## src/rtl/blk_transpose_buf_if.sv

```systemverilog
// ---------------------------------------------------------------------------
// blk_transpose_buf_if
//
// Purpose: groups the two FIFO-facing sides of the transpose buffer.
//   Read side  (RDMA FIFO, first-word-fall-through):
//     in_empty_n  FIFO holds a word; in_data is that word.
//     in_rd_en    block consumes in_data this cycle.
//     in_data     row word, sample c at bits [16c+15:16c].
//   Write side (WDMA FIFO):
//     out_full_n  FIFO can accept a word.
//     out_wr_en   block pushes out_data this cycle.
//     out_data    column word, sample r at bits [16r+15:16r].
//
// Handshake rule (both sides): a word moves in exactly the cycle where the
// block's enable is high. The block only raises in_rd_en while in_empty_n is
// high and only raises out_wr_en while out_full_n is high, so the enable alone
// marks the transfer. The FIFO-side signals never depend on the enables.
//
// Modports: master = the transpose block, slave = the FIFO pair / bench.
// ---------------------------------------------------------------------------
interface blk_transpose_buf_if #(
    parameter int DATA_W = 64
);
    logic              in_empty_n;
    logic              in_rd_en;
    logic [DATA_W-1:0] in_data;
    logic              out_full_n;
    logic              out_wr_en;
    logic [DATA_W-1:0] out_data;

    modport master (
        input  in_empty_n, in_data, out_full_n,
        output in_rd_en, out_wr_en, out_data
    );

    modport slave (
        output in_empty_n, in_data, out_full_n,
        input  in_rd_en, out_wr_en, out_data
    );
endinterface

```

## src/rtl/blk_transpose_buf.sv

```systemverilog
// ---------------------------------------------------------------------------
// blk_transpose_buf
//
// Purpose: ping-pong 4x4 transpose buffer. Row words (4 x 16-bit samples) are
// read from the RDMA FIFO into one bank while the other bank drains as column
// words to the WDMA FIFO, sustaining one word per cycle on each side.
//
// Ports:
//   ap_clk       clock, rising edge
//   ap_rst_n     synchronous active-low reset
//   ap_start     job start, sampled only while idle
//   ap_done      one-cycle completion pulse
//   ap_ready     same as ap_done
//   ap_idle      high when no job is active
//   block_cnt    number of 4x4 blocks in the job, latched at start
//   bypass       (only with BLK_TRANSPOSE_BYPASS_EN) emit rows unchanged,
//                latched at start
//   fifo         read/write FIFO handshakes (blk_transpose_buf_if.master)
//   dbg_state_o  control FSM state (0 idle, 1 busy, 2 done)
//
// Optional feature macro: BLK_TRANSPOSE_BYPASS_EN.
// ---------------------------------------------------------------------------
module blk_transpose_buf #(
    parameter int DATA_W = 64,
    parameter int CNT_W  = 16
) (
    input  logic                ap_clk,
    input  logic                ap_rst_n,
    input  logic                ap_start,
    output logic                ap_done,
    output logic                ap_ready,
    output logic                ap_idle,
    input  logic [CNT_W-1:0]    block_cnt,
`ifdef BLK_TRANSPOSE_BYPASS_EN
    input  logic                bypass,
`endif
    blk_transpose_buf_if.master fifo,
    output logic [1:0]          dbg_state_o
);
    localparam int SW = DATA_W / 4;

    typedef enum logic [1:0] {
        S_IDLE = 2'd0,
        S_BUSY = 2'd1,
        S_DONE = 2'd2
    } state_t;

    state_t            state_q, state_d;
    logic [CNT_W-1:0]  cnt_q;
    logic [CNT_W-1:0]  blocks_in_q;
    logic [CNT_W-1:0]  blocks_out_q, blocks_out_d;
    logic [1:0]        wr_row_q, rd_col_q;
    logic              wr_bank_q, rd_bank_q;
    logic [1:0]        bank_full_q, bank_full_d;
    logic [DATA_W-1:0] bank_q [2][4];
`ifdef BLK_TRANSPOSE_BYPASS_EN
    logic              bypass_q;
`endif

    logic busy, start, rd_fire, wr_fire, row_last, col_last;

    always_comb begin
        busy     = (state_q == S_BUSY);
        start    = !busy && ap_start;
        rd_fire  = busy && fifo.in_empty_n && !bank_full_q[wr_bank_q]
                   && (blocks_in_q < cnt_q);
        wr_fire  = busy && bank_full_q[rd_bank_q] && fifo.out_full_n;
        row_last = rd_fire && (wr_row_q == 2'd3);
        col_last = wr_fire && (rd_col_q == 2'd3);
        blocks_out_d = blocks_out_q + CNT_W'(col_last);

        // Set and clear always target different banks: the write bank is
        // empty by construction, the read bank is full.
        bank_full_d = bank_full_q;
        if (row_last) bank_full_d[wr_bank_q] = 1'b1;
        if (col_last) bank_full_d[rd_bank_q] = 1'b0;
    end

    // Control FSM: state register
    always_ff @(posedge ap_clk) begin
        if (!ap_rst_n) state_q <= S_IDLE;
        else           state_q <= state_d;
    end

    // Control FSM: next state and status outputs. Looking at blocks_out_d
    // (not _q) makes the done cycle follow the final column write directly,
    // and lets a zero-block job leave BUSY after a single cycle.
    always_comb begin
        state_d = state_q;
        case (state_q)
            S_IDLE, S_DONE: state_d = ap_start ? S_BUSY : S_IDLE;
            S_BUSY:         if (blocks_out_d == cnt_q) state_d = S_DONE;
            default:        state_d = S_IDLE;
        endcase
        ap_done     = (state_q == S_DONE);
        ap_ready    = (state_q == S_DONE);
        ap_idle     = !busy;
        dbg_state_o = state_q;
    end

    // Datapath: job setup, bank fill and drain bookkeeping
    always_ff @(posedge ap_clk) begin
        if (!ap_rst_n) begin
            cnt_q        <= '0;
            blocks_in_q  <= '0;
            blocks_out_q <= '0;
            wr_row_q     <= '0;
            rd_col_q     <= '0;
            wr_bank_q    <= 1'b0;
            rd_bank_q    <= 1'b0;
            bank_full_q  <= '0;
`ifdef BLK_TRANSPOSE_BYPASS_EN
            bypass_q     <= 1'b0;
`endif
            for (int b = 0; b < 2; b++) begin
                for (int r = 0; r < 4; r++) begin
                    bank_q[b][r] <= '0;
                end
            end
        end else if (start) begin
            cnt_q        <= block_cnt;
            blocks_in_q  <= '0;
            blocks_out_q <= '0;
            wr_row_q     <= '0;
            rd_col_q     <= '0;
            wr_bank_q    <= 1'b0;
            rd_bank_q    <= 1'b0;
            bank_full_q  <= '0;
`ifdef BLK_TRANSPOSE_BYPASS_EN
            bypass_q     <= bypass;
`endif
        end else begin
            if (rd_fire) begin
                bank_q[wr_bank_q][wr_row_q] <= fifo.in_data;
                wr_row_q <= wr_row_q + 2'd1;
                if (row_last) begin
                    wr_bank_q   <= ~wr_bank_q;
                    blocks_in_q <= blocks_in_q + CNT_W'(1);
                end
            end
            if (wr_fire) begin
                rd_col_q <= rd_col_q + 2'd1;
                if (col_last) rd_bank_q <= ~rd_bank_q;
            end
            blocks_out_q <= blocks_out_d;
            bank_full_q  <= bank_full_d;
        end
    end

    // Output mux: column rd_col of the read bank, sample r taken from row r.
    always_comb begin
        fifo.in_rd_en  = rd_fire;
        fifo.out_wr_en = wr_fire;
        fifo.out_data  = '0;
`ifdef BLK_TRANSPOSE_BYPASS_EN
        if (bypass_q) begin
            fifo.out_data = bank_q[rd_bank_q][rd_col_q];
        end else begin
            for (int r = 0; r < 4; r++) begin
                fifo.out_data[r*SW +: SW] = bank_q[rd_bank_q][r][rd_col_q*SW +: SW];
            end
        end
`else
        for (int r = 0; r < 4; r++) begin
            fifo.out_data[r*SW +: SW] = bank_q[rd_bank_q][r][rd_col_q*SW +: SW];
        end
`endif
    end
endmodule
```

## src/flat_wrapper.sv

```systemverilog
// flat-port wrapper written by rule: the top's interface ports become plain ports
module blk_transpose_buf_flat 
#(
    parameter int DATA_W = 64,
    parameter int CNT_W  = 16
)
  (ap_clk, ap_rst_n, ap_start, ap_done, ap_ready, ap_idle, block_cnt, dbg_state_o, fifo_in_empty_n, fifo_in_data, fifo_out_full_n, fifo_in_rd_en, fifo_out_wr_en, fifo_out_data);
  blk_transpose_buf_if #(.DATA_W(DATA_W)) fifo_i ();
  input  logic ap_clk;
  input  logic ap_rst_n;
  input  logic ap_start;
  output logic ap_done;
  output logic ap_ready;
  output logic ap_idle;
  input  logic [CNT_W-1:0] block_cnt;
  output logic [1:0] dbg_state_o;
  input wire logic [$bits(fifo_i.in_empty_n)-1:0] fifo_in_empty_n;
  input wire logic [$bits(fifo_i.in_data)-1:0] fifo_in_data;
  input wire logic [$bits(fifo_i.out_full_n)-1:0] fifo_out_full_n;
  output wire logic [$bits(fifo_i.in_rd_en)-1:0] fifo_in_rd_en;
  output wire logic [$bits(fifo_i.out_wr_en)-1:0] fifo_out_wr_en;
  output wire logic [$bits(fifo_i.out_data)-1:0] fifo_out_data;
  assign fifo_i.in_empty_n = fifo_in_empty_n;
  assign fifo_i.in_data = fifo_in_data;
  assign fifo_i.out_full_n = fifo_out_full_n;
  assign fifo_in_rd_en = fifo_i.in_rd_en;
  assign fifo_out_wr_en = fifo_i.out_wr_en;
  assign fifo_out_data = fifo_i.out_data;
  blk_transpose_buf #(.DATA_W(DATA_W), .CNT_W(CNT_W)) u_core (.ap_clk(ap_clk), .ap_rst_n(ap_rst_n), .ap_start(ap_start), .ap_done(ap_done), .ap_ready(ap_ready), .ap_idle(ap_idle), .block_cnt(block_cnt), .fifo(fifo_i), .dbg_state_o(dbg_state_o));
endmodule
```

## config.mk

```make
export PLATFORM = sky130hd
export DESIGN_NAME = blk_transpose_buf_flat
export DESIGN_NICKNAME = d
export VERILOG_FILES = /design/src/rtl/blk_transpose_buf_if.sv /design/src/rtl/blk_transpose_buf.sv /design/src/flat_wrapper.sv
export SDC_FILE = /design/constraint.sdc
export NUM_CORES = 1
export LEC_CHECK = 0
export ABC_AREA = 1
export BUFFER_PORTS_ARGS = -buffer_cell sky130_fd_sc_hd__buf_2
export CAP_MARGIN = 10
export CORE_ASPECT_RATIO = 1.25
export CORE_MARGIN = 5
export CORE_UTILIZATION = 40
export CTS_BUF_LIST = sky130_fd_sc_hd__clkbuf_16
export CTS_CLUSTER_SIZE = 30
export DETAILED_ROUTE_END_ITERATION = 8
export HOLD_SLACK_MARGIN = 0.03
export PLACE_DENSITY = 0.58
export REMOVE_ABC_BUFFERS = 1
export SLEW_MARGIN = 40
export SYNTH_ARGS = -nofsm -noshare
export SYNTH_HDL_FRONTEND = slang
export SYNTH_SLANG_ARGS = --single-unit
```

## constraint.sdc

```tcl
create_clock -name ap_clk -period 10.3 [get_ports ap_clk]
set_input_delay 2.06 -clock ap_clk [delete_from_list [all_inputs] [get_ports ap_clk]]
set_output_delay 2.06 -clock ap_clk [all_outputs]
set_load 0.1 [all_outputs]
```

==> metrics.txt <==
max frequency 173.8 MHz; WL met1 28820 µm; number of port buffers 155; clock latency on the worst-skew pair 0.62 ns; Final Hold Viols 0; Clock power frac 39.6%; syn avg cell area 10.36 µm²; worst hold start u_core.bank_full_q[0]; Initial Utilization 40.42%; FF-to-FF Start u_core.wr_bank_q; CTS max path bufs 3; CP required about 8 ns; Tot Pwr 5.107 mW; largest cells by area after synthesis edfxtp_1 (59%), nor2_1 (9.2%), o21ai_0 (5.6%); antenna violations before repair 7; largest net degree at the start of global routing 162; FF+latch count, synth 571; clk slew on worst S/H paths 0.06 ns; cell with the most instances after synthesis nor2_1; worst vdd rail ir drop approximately 0.13 mV; outcome complete, no violations; switching part of the total roughly 24%; CTS Sinks 571; drt first pass iters 5; Combinational Power Share under 10%; CTS tree yes; Setup TNS Final 0 ns; Die ar. 70450 µm²; Cell Rows 104; placed cell count around 3.4k; DRC 0; Area Growth Syn to Fin 12.34%; Core Area 64540 µm²; Internal 3.864 mW; met3 routed WL 4057 µm; Hold-fix buffers, CTS 0; fin crit period 5.754 ns; Max-Cap Viols 0; top sig layer met5; Crit path arrival time around 3.7 ns; worst hold stages 2; routed wl met2 34420 µm; top-area cell type share of the netlist area about 60%; Synth cell types 36; Seq/Total Area, Yosys 63.47%; reg-to-reg slack, setup roughly 6.3 ns; Leak 11.53 nW; top post-synthesis cells by count nor2_1 (639), edfxtp_1 (512), o21ai_0 (290), nand2_1 (175), inv_1 (165); Final nets 2692; Non-Filler Instances 3482; simple-gate share of the synthesized area 18.84%; ys flop type edfxtp_1; headroom to the max-slew limit 41.66%; xor/xnor share of the synthesized area 0.6907%; Final Max Slew Viols 0; Setup crit end kind output pin; vias in the first global route between 15k and 20k; r2r endpoint u_core.bank_q[0][154]; DR WL/cell 19.80 µm; largest family of logic cells by synthesized area simple AND/OR/NAND/NOR gates; post-route clock period utilization 55.87%; Fill cells 6148; # Post-CTS Setup Buffers 0; post-synthesis adder-cell area fraction roughly 1.1%; RSZ-0062 raised after global routing false; Final Util 45.40%; worst-margin pin slew 0.8751 ns; Synth Instances 2518; leading area contributor after synthesis edfxtp_1; PD cells roughly 170 nW/µm²; Die W 238.4 µm; GP Congestion between 0.8 and 0.9; hpwl dp between 40000 and 50000 µm; layout cell share with drive strength beyond 1 approximately 18%; first-pass GRT wire length 106700 µm; Total Routed Length 68950 µm; Worst setup SP type register; r2r worst-path depth 13; synthesized cell area 26090 µm²; Worst Hold Class register to register; Net Switching 1.242 mW; WS Path Type register to output pin; antenna viol nets, final 0; Post-synth EDFFs between 500 and 600; Synth Area in Compound Gates 9.670%; gr usage total 19.17%; final setup violation count 0; Post-synth ARST share 0%; Hold EP u_core.bank_full_q[0]; vias per cell ~5.2; Reg power frac a little over half; I/O pin count 156; Root Driver clkbuf_16; H-tree depth 2; Iter 0 DRT Violations 1226; crit-path max FO ~130; yosys warns 0; clock skew 0.03216 ns; total CTS buffers 57; multiplexer share of the synthesized area 0%; post-cts gate resize count 0; Die H 295.5 µm; via count 18.24k; GR Overflow Total 0
## area by class of cell
class | instances | area, µm² | area share (%)
Timing Repair Buffer | 175 | 1032 | 3.522
Sequential cell | 571 | 16570 | 56.53
Clock inverter | 48 | 365.4 | 1.247
Multi-Input combinational cell | 1579 | 8049 | 27.47
Inverter | 200 | 770.7 | 2.630
Tap cell | 848 | 1061 | 3.621
Antenna cell | 3 | 7.507 | 0.02562
Clock buffer | 58 | 1451 | 4.953
## state kept, by name, indices dropped and copies added (netlist names), 2 cells and up, named ones only
name                 count
u_core.bank_q          512
u_core.rd_col_q          2
u_core.cnt_q            16
u_core.dbg_state_o       2
u_core.wr_row_q          2
u_core.blocks_out_q     16
u_core.blocks_in_q      16
u_core.bank_full_q       2
## cell usage in the layout (no fill, tap or decap), drive strengths merged, types with 12 or more instances in the layout
| cell | n |
|---|---|
| a21oi | 46 |
| a31oi | 64 |
| buf | 175 |
| clkbuf | 58 |
| clkinv | 29 |
| dfxtp | 59 |
| edfxtp | 512 |
| ha | 23 |
| inv | 208 |
| nand2 | 188 |
| nand3 | 31 |
| nand4 | 12 |
| nor2 | 695 |
| nor3 | 133 |
| o21ai | 290 |
| o22ai | 64 |
## worst max path at each step
stage                              to  slack (ns)  depth (start not counted)
global route        fifo_out_data[32]        4.28                          7
detailed placement   fifo_out_data[0]        4.87                          7
finish              fifo_out_data[32]        4.55                          7
global placement     fifo_out_data[0]        4.64                          7
floorplan           fifo_out_data[13]       -2.33                          3
CTS                  fifo_out_data[0]        4.20                          7
## cell families after synthesis
| group | count (synthesis) |
|---|---|
| xor+xnor | 19 |
| compound gates | 469 |
| fa+ha+maj | 23 |
| simple gates | 1068 |
| buf+inv | 368 |
| flops | 571 |
## power by group through the flow
stage	registers, mW	clock network [mW]	logic (mW)
after floorplan	2.75	0	0.248
after global placement	2.75	0	0.379
after detailed placement	2.75	0	0.386
after global routing	2.71	2.17	0.411
after CTS	2.70	2.06	0.387
final	2.70	2.02	0.381
## per-layer routing
| metal | global-route usage, % | up-vias |
|---|---|---|
| li1 | - | 8762 |
| met1 | 24.64 | 8900 |
| met2 | 33.63 | 469 |
| met3 | 3.564 | 102 |
| met4 | 4.943 | 6 |
| met5 | 0 | - |
## metrics by stage
stage,area [µm²],setup slack [ns],hold WS [ns]
detailed placement,27470,4.867,0.4795
CTS,29280,4.204,0.4872
finish,29300,4.546,0.4838
global route,29300,4.276,0.5130
floorplan,25210,-2.334,0.4435
global placement,27330,4.643,0.4542
## critical path, cell delays in order (launching register included)
cell and delay [ns]:
dfxtp_4 0.76, buf_12 0.35, buf_16 0.42, o21ai_0 0.17, o22ai_1 0.19, nor2_1 0.07, a31oi_1 0.41, buf_2 0.52
No activity file was read; power rests on OpenSTA's default activity.
